$ cat config.mk
export PLATFORM = sky130hd
export DESIGN_NAME = alarm_sched_ctrl
export DESIGN_NICKNAME = d
export VERILOG_FILES = /design/src/rtl/alarm_sched_pkg.sv /design/src/rtl/alarm_hm_reg.sv /design/src/rtl/alarm_sched_ctrl.sv
export SDC_FILE = /design/constraint.sdc
export NUM_CORES = 1
export LEC_CHECK = 0
export CORE_ASPECT_RATIO = 2
export CORE_MARGIN = 1.5
export CORE_UTILIZATION = 35
export CTS_CLUSTER_DIAMETER = 200
export DETAILED_ROUTE_END_ITERATION = 8
export SKIP_LAST_GASP = 1
export SLEW_MARGIN = 30
export SYNTH_ARGS = -nofsm -noshare
export SYNTH_HDL_FRONTEND = slang
export SYNTH_SLANG_ARGS = --single-unit
export TNS_END_PERCENT = 10
$ cat constraint.sdc
create_clock -name Clk_10hz -period 10.3 [get_ports Clk_10hz]
set_input_delay 2.575 -clock Clk_10hz [delete_from_list [all_inputs] [get_ports Clk_10hz]]
set_output_delay 2.575 -clock Clk_10hz [all_outputs]
set_load 0.05 [all_outputs]
$ cat src/rtl/alarm_sched_pkg.sv
// Shared state codes and time constants for the alarm sequencing controller.
// The optional snooze feature is selected with the ALARM_SNOOZE_EN macro in alarm_sched_ctrl.
package alarm_sched_pkg;

   localparam int SEC_PER_HOUR = 3600;
   localparam int SEC_PER_MIN  = 60;
   localparam int DAY_LAST_SEC = 86399;
   localparam int HOUR_MAX     = 23;
   localparam int MIN_MAX      = 59;
   localparam int HOUR_W       = 5;
   localparam int MIN_W        = 6;

   typedef enum logic [2:0] {
      ST_IDLE     = 3'd0,
      ST_SET_HOUR = 3'd1,
      ST_SET_MIN  = 3'd2,
      ST_ARMED    = 3'd3,
      ST_RING     = 3'd4,
      ST_SNOOZE   = 3'd5
   } state_e;

endpackage

$ cat src/rtl/alarm_hm_reg.sv
// Alarm hour/minute registers with wrap-around increments.
// Also converts the setting to seconds-of-day (seconds field always zero).
module alarm_hm_reg
   import alarm_sched_pkg::*;
#(
   parameter int SEC_W        = 17,
   parameter int DEFAULT_HOUR = 1,
   parameter int DEFAULT_MIN  = 1
) (
   input  logic             clk,
   input  logic             rst_n,
   input  logic             hour_inc_i,
   input  logic             min_inc_i,
   output logic [SEC_W-1:0] sec_o
);

   logic [HOUR_W-1:0] hour_q;
   logic [MIN_W-1:0]  min_q;

   always_ff @(posedge clk or negedge rst_n) begin
      if (!rst_n) begin
         hour_q <= HOUR_W'(DEFAULT_HOUR);
         min_q  <= MIN_W'(DEFAULT_MIN);
      end else begin
         // NOTE: non-blocking assignments keep every register sampling pre-edge values.
         if (hour_inc_i)
            hour_q <= (hour_q == HOUR_W'(HOUR_MAX)) ? '0 : hour_q + 1'b1;
         if (min_inc_i)
            min_q <= (min_q == MIN_W'(MIN_MAX)) ? '0 : min_q + 1'b1;
      end
   end

   assign sec_o = SEC_W'(hour_q) * SEC_W'(SEC_PER_HOUR)
                + SEC_W'(min_q)  * SEC_W'(SEC_PER_MIN);

endmodule

$ cat src/rtl/alarm_sched_ctrl.sv
// Alarm lifecycle controller: edit -> armed -> ring -> snooze, 10 Hz domain.
// Define ALARM_SNOOZE_EN to build the SNOOZE state; otherwise Key_Adj in RING is ignored.
module alarm_sched_ctrl
   import alarm_sched_pkg::*;
#(
   parameter int SEC_W        = 17,
   parameter int DEFAULT_HOUR = 1,
   parameter int DEFAULT_MIN  = 1,
   parameter int EDIT_TIMEOUT = 100,
   parameter int RING_TICKS   = 600,
   parameter int SNOOZE_TICKS = 3000
) (
   input  logic             Clk_10hz,
   input  logic             n_Global_Rst,
   input  logic             Key_Mode,
   input  logic             Key_Adj,
   input  logic             Key_Stop,
   input  logic             Alarm_En,
   input  logic [SEC_W-1:0] Clock_Sec_Cnt,
   output logic [SEC_W-1:0] Alarm_Sec_Cnt,
   output logic             Ring_Req,
   output logic [1:0]       Edit_Field,
   output logic [2:0]       State
);

   localparam int T_MAX   = (RING_TICKS > EDIT_TIMEOUT) ? RING_TICKS : EDIT_TIMEOUT;
   localparam int CNT_MAX = (SNOOZE_TICKS > T_MAX) ? SNOOZE_TICKS : T_MAX;
   localparam int CNT_W   = $clog2(CNT_MAX + 1);

   localparam logic [CNT_W-1:0] EDIT_LAST   = CNT_W'(EDIT_TIMEOUT - 1);
   localparam logic [CNT_W-1:0] RING_LAST   = CNT_W'(RING_TICKS - 1);
   localparam logic [CNT_W-1:0] SNOOZE_LAST = CNT_W'(SNOOZE_TICKS - 1);

   state_e           state_q, state_d;
   logic [CNT_W-1:0] cnt_q, cnt_d;
   logic             eq_q;
   logic             eq, rise, any_key, stop_k, mode_k, adj_k;
   logic             in_edit, timed, edit_tmo;
   logic             hour_inc, min_inc;
   state_e           edit_exit;

   alarm_hm_reg #(
      .SEC_W        (SEC_W),
      .DEFAULT_HOUR (DEFAULT_HOUR),
      .DEFAULT_MIN  (DEFAULT_MIN)
   ) u_hm_reg (
      .clk        (Clk_10hz),
      .rst_n      (n_Global_Rst),
      .hour_inc_i (hour_inc),
      .min_inc_i  (min_inc),
      .sec_o      (Alarm_Sec_Cnt)
   );

   assign stop_k    = Key_Stop;
   assign mode_k    = Key_Mode & ~Key_Stop;
   assign adj_k     = Key_Adj & ~Key_Stop & ~Key_Mode;
   assign any_key   = Key_Mode | Key_Adj | Key_Stop;
   assign eq        = (Clock_Sec_Cnt == Alarm_Sec_Cnt);
   assign rise      = eq & ~eq_q;
   assign in_edit   = (state_q == ST_SET_HOUR) || (state_q == ST_SET_MIN);
   assign timed     = in_edit || (state_q == ST_RING) || (state_q == ST_SNOOZE);
   assign edit_tmo  = in_edit && !any_key && (cnt_q == EDIT_LAST);
   assign edit_exit = Alarm_En ? ST_ARMED : ST_IDLE;

   always_comb begin
      // NOTE: defaults first so no path through the case leaves a signal unassigned (no latches).
      state_d  = state_q;
      hour_inc = 1'b0;
      min_inc  = 1'b0;
      case (state_q)
         ST_IDLE: begin
            if (mode_k)        state_d = ST_SET_HOUR;
            else if (Alarm_En) state_d = ST_ARMED;
         end
         ST_SET_HOUR: begin
            if (mode_k)        state_d = ST_SET_MIN;
            else if (adj_k)    hour_inc = 1'b1;
            else if (edit_tmo) state_d = edit_exit;
         end
         ST_SET_MIN: begin
            if (mode_k || edit_tmo) state_d = edit_exit;
            else if (adj_k)         min_inc = 1'b1;
         end
         ST_ARMED: begin
            if (!Alarm_En)   state_d = ST_IDLE;
            else if (mode_k) state_d = ST_SET_HOUR;
            else if (rise)   state_d = ST_RING;
         end
         ST_RING: begin
            if (!Alarm_En)                state_d = ST_IDLE;
            else if (stop_k)              state_d = ST_ARMED;
`ifdef ALARM_SNOOZE_EN
            else if (adj_k)               state_d = ST_SNOOZE;
`endif
            else if (cnt_q == RING_LAST)  state_d = ST_ARMED;
         end
`ifdef ALARM_SNOOZE_EN
         ST_SNOOZE: begin
            if (!Alarm_En)                 state_d = ST_IDLE;
            else if (stop_k)               state_d = ST_ARMED;
            else if (cnt_q == SNOOZE_LAST) state_d = ST_RING;
         end
`endif
         default: state_d = ST_IDLE;
      endcase
   end

   // One shared dwell counter: restarts on every state change and on any key while editing.
   always_comb begin
      cnt_d = cnt_q + 1'b1;
      if (!timed || (state_d != state_q) || (in_edit && any_key))
         cnt_d = '0;
   end

   // eq_q resets high so a time equal to the alarm at reset release is not a rise.
   always_ff @(posedge Clk_10hz or negedge n_Global_Rst) begin
      if (!n_Global_Rst) begin
         state_q <= ST_IDLE;
         cnt_q   <= '0;
         eq_q    <= 1'b1;
      end else begin
         state_q <= state_d;
         cnt_q   <= cnt_d;
         eq_q    <= eq;
      end
   end

   assign Ring_Req   = (state_q == ST_RING);
   assign Edit_Field = {state_q == ST_SET_MIN, state_q == ST_SET_HOUR};
   assign State      = state_q;

endmodule

==> results.ini, run 1 <==
[cts]
htreeDepth=1
worstSkewPairLatency_ps=270
cts.sinks=27
cts_buffers=3
postCtsSetupRepairBufs=0
clkTransAtPathRegs_ps=70
cts_hold_buf=0
clock-root-buffer=clkbuf_16
cts_tree=built
cts_resized=0
clk_path_buf_depth=2

[floorplan]
fp.dieArea_sq_um=9810
coreArea_sq_um=8950
ios=46
die_h_um=139
die_w_um=70.8
rows=49
start_util_pct=35.9

[routing]
met2WireLength_um=4170
vias_per_cell=5.30
firstDrtPassIters=4
drcViolationCount=0
vias=2728
finalWirelength_um=7510
wl_met1_um=3000
final_antenna_net_count=0
top_layer_used=met4
wl_met3_um=205
drt_iter0_drc=68
wire_per_inst_um=14.6

[yosys]
synth.distinct_cells=53
synth_common_cells=ha_1 (45), inv_1 (41), nor2_1 (32)
ys_ff_latch=27
synth_area_leader_cell=dfrtp_1
synth.avg_cell_area_sq_um=8.65
synth_sequential_area_ratio_pct=21.1
async_flop_share_pct=100
yosysMostFrequentCell=ha_1
netlist_area_sq_um=3220
syn_inst=372
synth_enable_flop_cells=0
synthTopCellsByArea=dfrtp_1 (19%), ha_1 (18%), fa_1 (8.1%)
yosysWarnings=0
synth_top_area_share_pct=18.7
synth_ff_type=dfrtp_1

[worst_hold_path]
worstHoldStart=cnt_q[11]
hp-class=reg -> reg

[sta]
max_slew_margin_pct=65.1
fin_crit_sh_pct=78.9
hold_viol_final=0
finalCriticalPeriod_ps=8120
final_max_slew_viol_count=0
grt_setup_unrepaired=no
setup_violations=0
worstMarginPinSlew_ps=520
worst_clock_skew_ps=2.95
fin_tns_setup_ps=0
fmax_mhz=123

[finish]
multiInputGateArea_sq_um=2340
fin_nets=495
drive_above_1_share_pct=4.36
num_antenna_cells=0
fillers=928
syn_to_final_growth_pct=18.9
register_area_sq_um=679

[setup_path]
startpoint_type=flop
cp.required_ps=7730
crit_family=adder cells
cp_max_fo=7
worstSetupPathType=reg -> out
cp_common_cell=a21oi_1
max_stage_delay_ps=850
endpoint_kind=primary output
r2r_start=u_hm_reg.min_q[3]
worst-path-buf-inv=3
critPathLaunch=u_hm_reg.min_q[3]
cp_cell_sequence=inv_1, fa_1, fa_1, inv_1, ha_1, a21oi_1, o21bai_1, a21oi_1, o21bai_1, a21oi_1, xnor2_1, ha_1, a21oi_2, nand2_1, o21ai_2, and4b_1, xnor2_1, clkdlybuf4s50_1
slowest_stage=clkdlybuf4s50_1
cp.arrival_ps=5550

[global_route]
grt_pass1_wl_um=13000
grt_max_degree=28
grt_usage_pct=16.1
grt_pass1_vias=2863
grt-ovfl-total=0
grt_antenna_before_repair=0

[status]
status=finished clean

[placement]
port_buffers=43
gp_congestion=0.847
dp_hpwl_um=6170

[run]
maxCapViolations=0

logic make-up after synthesis:
kind of cell / share of synthesized area (%)
other: 0.117
buffers and inverters: 6.15
adders and majority gates: 25.6
and+or+nand+nor: 18.6
DFF: 21.1
AOI/OAI and AO/OA: 13.6
muxes: 0.700
xor gates and xnor gates: 14.2
through the flow:
| stage | util [%] | cells | hold slack (ps) | worst slack, ps | area (sq um) |
|---|---|---|---|---|---|
| 2_1_floorplan | - | 373 | 498 | 2920 | 3220 |
| 3_3_place_gp | 41.8 | 511 | 530 | 2550 | 3740 |
| 3_5_place_dp | 41.8 | 511 | 544 | 2440 | 3740 |
| 4_1_cts | 42.7 | 515 | 554 | 2140 | 3820 |
| 5_1_grt | 42.7 | 515 | 582 | 1850 | 3820 |
| 6_report | 42.7 | 515 | 551 | 2180 | 3820 |
layout by cell type, fill, tap and decap left out, types with 2 or more instances in the layout:
cell type	n
inv_1	41
or3_1	2
o211ai_1	2
conb_1	2
and3_1	6
xnor2_1	22
nand3_1	19
a21o_1	5
xnor3_1	2
xor2_1	23
nor2_1	32
clkdlybuf4s50_1	43
a21oi_1	21
mux2_2	2
ha_1	45
o21ai_1	2
dfstp_2	3
dfrtp_1	24
nor2b_1	2
nor4_1	3
nor3b_1	2
o21ai_0	18
or2_2	2
o31ai_1	2
nand4_1	7
a211oi_1	3
clkbuf_16	3
fa_1	13
nand2_1	24
nand2b_1	5
o21bai_1	6
nor3_1	4
or4_1	2
layout make-up:
type | count | share of cell area [%]
Clock inverter | 1 | 0.196
Clock buffer | 3 | 1.96
Multi-Input combinational cell | 297 | 61.3
Sequential cell | 27 | 17.8
Timing Repair Buffer | 44 | 11.4
Tap cell | 102 | 3.34
Inverter | 41 | 4.02
path summary, 6_finish.rpt:
| kind | cells past startpoint | slack, ps | to |
|---|---|---|---|
| max | 18 | 2180 | Alarm_Sec_Cnt[16] |
| min | 2 | 550 | cnt_q[11] |
| max reg2reg | 21 | 4750 | State[1] |
| min reg2reg | 2 | 550 | cnt_q[11] |
| max in group asynchronous | 2 | 7310 | eq_q |
| min in group asynchronous | 2 | 2680 | cnt_q[7] |
flip-flops by register name (all words and copies together), names as in the netlist:
register,count
State,3
cnt_q,12
eq_q,1
u_hm_reg.hour_q,5
u_hm_reg.min_q,6
worst reg2reg max path, stage by stage (launching register included):
cell	delay [ps]
dfrtp_1	470
inv_1	230
fa_1	480
fa_1	520
inv_1	40
ha_1	320
a21oi_1	220
o21bai_1	90
a21oi_1	220
o21bai_1	90
a21oi_1	170
xnor2_1	100
ha_1	400
a21oi_2	210
o211ai_1	130
or2_1	260
and3_1	200
xnor2_1	180
o2111ai_1	190
or4_1	600
a22oi_1	230
o21ai_1	80
per-layer routing:
layer	vias to the layer above	track usage [%]
met3	12	0.872
met1	1302	17.9
met2	59	31.3
li1	1355	-
met4	0	5.36
met5	-	0
Power of run 1 is left out: the tool's default activity adds up to more than one toggle a clock period on the data nets, which glitch-free logic cannot reach.
==> inputs of run 2 (changes only) <==
==> constraint.sdc (replaced) <==
create_clock -name Clk_10hz -period 6.6 [get_ports Clk_10hz]
set_input_delay 1.65 -clock Clk_10hz [delete_from_list [all_inputs] [get_ports Clk_10hz]]
set_output_delay 1.65 -clock Clk_10hz [all_outputs]
set_load 0.05 [all_outputs]
==> results.ini, run 2 (synthesis results as in run 1) <==
[status]
status=finished clean  ; unchanged

[worst_hold_path]
worstHoldStart=u_hm_reg.hour_q[0]  ; was cnt_q[11]
hp-class=reg -> reg  ; unchanged

[placement]
port_buffers=43  ; unchanged
dp_hpwl_um=6160  ; was 6170 um
dpl-instance-area_sq_um=3810  ; was 3740 sq um
gp_congestion=0.836  ; was 0.847

[floorplan]
start_util_pct=35.9  ; unchanged
coreArea_sq_um=8950  ; unchanged
rows=49  ; unchanged
die_h_um=139  ; unchanged
die_w_um=70.8  ; unchanged
ios=46  ; unchanged
fp.dieArea_sq_um=9810  ; unchanged

[setup_path]
r2r_start=u_hm_reg.min_q[0]  ; was u_hm_reg.min_q[3]
cp.arrival_ps=4810  ; was 5550 ps
cp_max_fo=7  ; unchanged
critPathLaunch=u_hm_reg.min_q[0]  ; was u_hm_reg.min_q[3]
cp.required_ps=4950  ; was 7730 ps
worstSetupPathType=reg -> out  ; unchanged
endpoint_kind=primary output  ; unchanged
startpoint_type=flop  ; unchanged

[global_route]
grt_antenna_before_repair=0  ; unchanged
grt_max_degree=28  ; unchanged
grt_pass1_wl_um=12700  ; was 13000 um
grt_pass1_vias=2781  ; was 2863
grt-ovfl-total=0  ; unchanged
grt_usage_pct=15.8  ; was 16.1%

[finish]
regMostFlops=cnt_q  ; unchanged
fin_nets=501  ; was 495
final_common_cell=ha_1  ; unchanged
largest_register_ffs=12  ; unchanged
drive_above_1_share_pct=7.88  ; was 4.36%
syn_to_final_growth_pct=22.1  ; was 18.9%
final_cell_mix=ha_1 (45), inv_1 (40), clkdlybuf4s50_1 (37), nor2_1 (32), nand2_1 (24)  ; was ha_1 (45), clkdlybuf4s50_1 (43), inv_1 (41), nor2_1 (32)
num_antenna_cells=0  ; unchanged
stdcell_area_sq_um=3930  ; was 3820 sq um
reg_top3=cnt_q x12, u_hm_reg.min_q x6, u_hm_reg.hour_q x5  ; unchanged

[cts]
cts_tree=built  ; unchanged
clkTransAtPathRegs_ps=70  ; about the same
clk_path_buf_depth=2  ; unchanged
htreeDepth=1  ; unchanged
worstSkewPairLatency_ps=270  ; about the same
cts_buffers=3  ; unchanged
clock-root-buffer=clkbuf_16  ; unchanged
cts.sinks=27  ; unchanged

[sta]
worstMarginPinSlew_ps=545  ; was 520 ps
fmax_mhz=155
worst_clock_skew_ps=6.54  ; was 2.95 ps
final_max_slew_viol_count=0  ; unchanged
max_slew_margin_pct=63.4  ; was 65.1%
setup_violations=0  ; unchanged
finalCriticalPeriod_ps=6460
hold_viol_final=0  ; unchanged
grt_setup_unrepaired=yes  ; was no
fin_crit_sh_pct=97.9

[routing]
drt_iter0_drc=108  ; was 68
wire_per_inst_um=14.4  ; was 14.6 um
firstDrtPassIters=4  ; unchanged
vias_per_cell=5.26  ; was 5.30
final_antenna_net_count=0  ; unchanged
vias=2741  ; was 2728
finalWirelength_um=7480  ; was 7510 um
drcViolationCount=0  ; unchanged

[run]
maxCapViolations=0  ; unchanged

run 2: worst max-delay path, stage by stage (launching register included):
cell and delay [ps]:
dfstp_2 620, fa_1 470, fa_1 490, ha_1 290, a21o_1 150, a21oi_1 220
o21bai_1 120, a21oi_2 190, o21bai_1 80, a21oi_1 170, xnor2_1 90, ha_1 400
a21oi_2 220, o211ai_1 130, or2_1 250, and3_1 210, xnor2_1 180, inv_1 100
buf_12 150
run 2: area by class of cell:
cell class	instances	area [sq um]
Inverter	41	154
Clock buffer	3	75.1
Fill cell	912	5020
Timing Repair Buffer	50	536
Clock inverter	1	7.51
Tap cell	102	128
Multi-Input combinational cell	297	2350
Sequential cell	27	682
run 2: per-layer routing:
metal | GRT usage [%] | vias to the layer above | wire length (um)
met4 | 6.16 | 0 | 184
met3 | 1.31 | 14 | 226
met1 | 18.3 | 1310 | 2950
li1 | - | 1362 | -
met2 | 29.2 | 55 | 4120
met5 | 0 | - | 0
run 2: final timing paths:
| path | endpoint | slack [ps] | depth (start not counted) |
|---|---|---|---|
| setup / recovery | Alarm_Sec_Cnt[15] | 140 | 18 |
| hold / removal | u_hm_reg.hour_q[0] | 550 | 2 |
| max in group asynchronous | eq_q | 4540 | 2 |
| hold reg to reg | u_hm_reg.hour_q[0] | 550 | 2 |
| min in group asynchronous | cnt_q[7] | 1740 | 2 |
| setup reg to reg | State[1] | 1020 | 20 |
run 2: repair_timing:
| action | 4_1_cts | 5_1_grt |
|---|---|---|
| setup endpoints to repair | 0 | 7 |
| resized for setup | 0 | 5 |
| hold endpoints to repair | 0 | 0 |
| buffers inserted | 0 | 4 |
| hold buffers | 0 | 0 |
run 2: through the flow:
stage / TNS (ps) / hold WS [ps] / setup WS [ps] / std cells / util (%)
2_1_floorplan: 0 / 498 / 144 / 373 / -
3_3_place_gp: 0 / 521 / 412 / 513 / 42.5
3_5_place_dp: 0 / 540 / 346 / 513 / 42.5
4_1_cts: 0 / 556 / 27.2 / 517 / 43.5
5_1_grt: -288 / 577 / -139 / 521 / 43.9
6_report: 0 / 548 / 140 / 521 / 43.9
Power of run 2 is left out for the same reason.
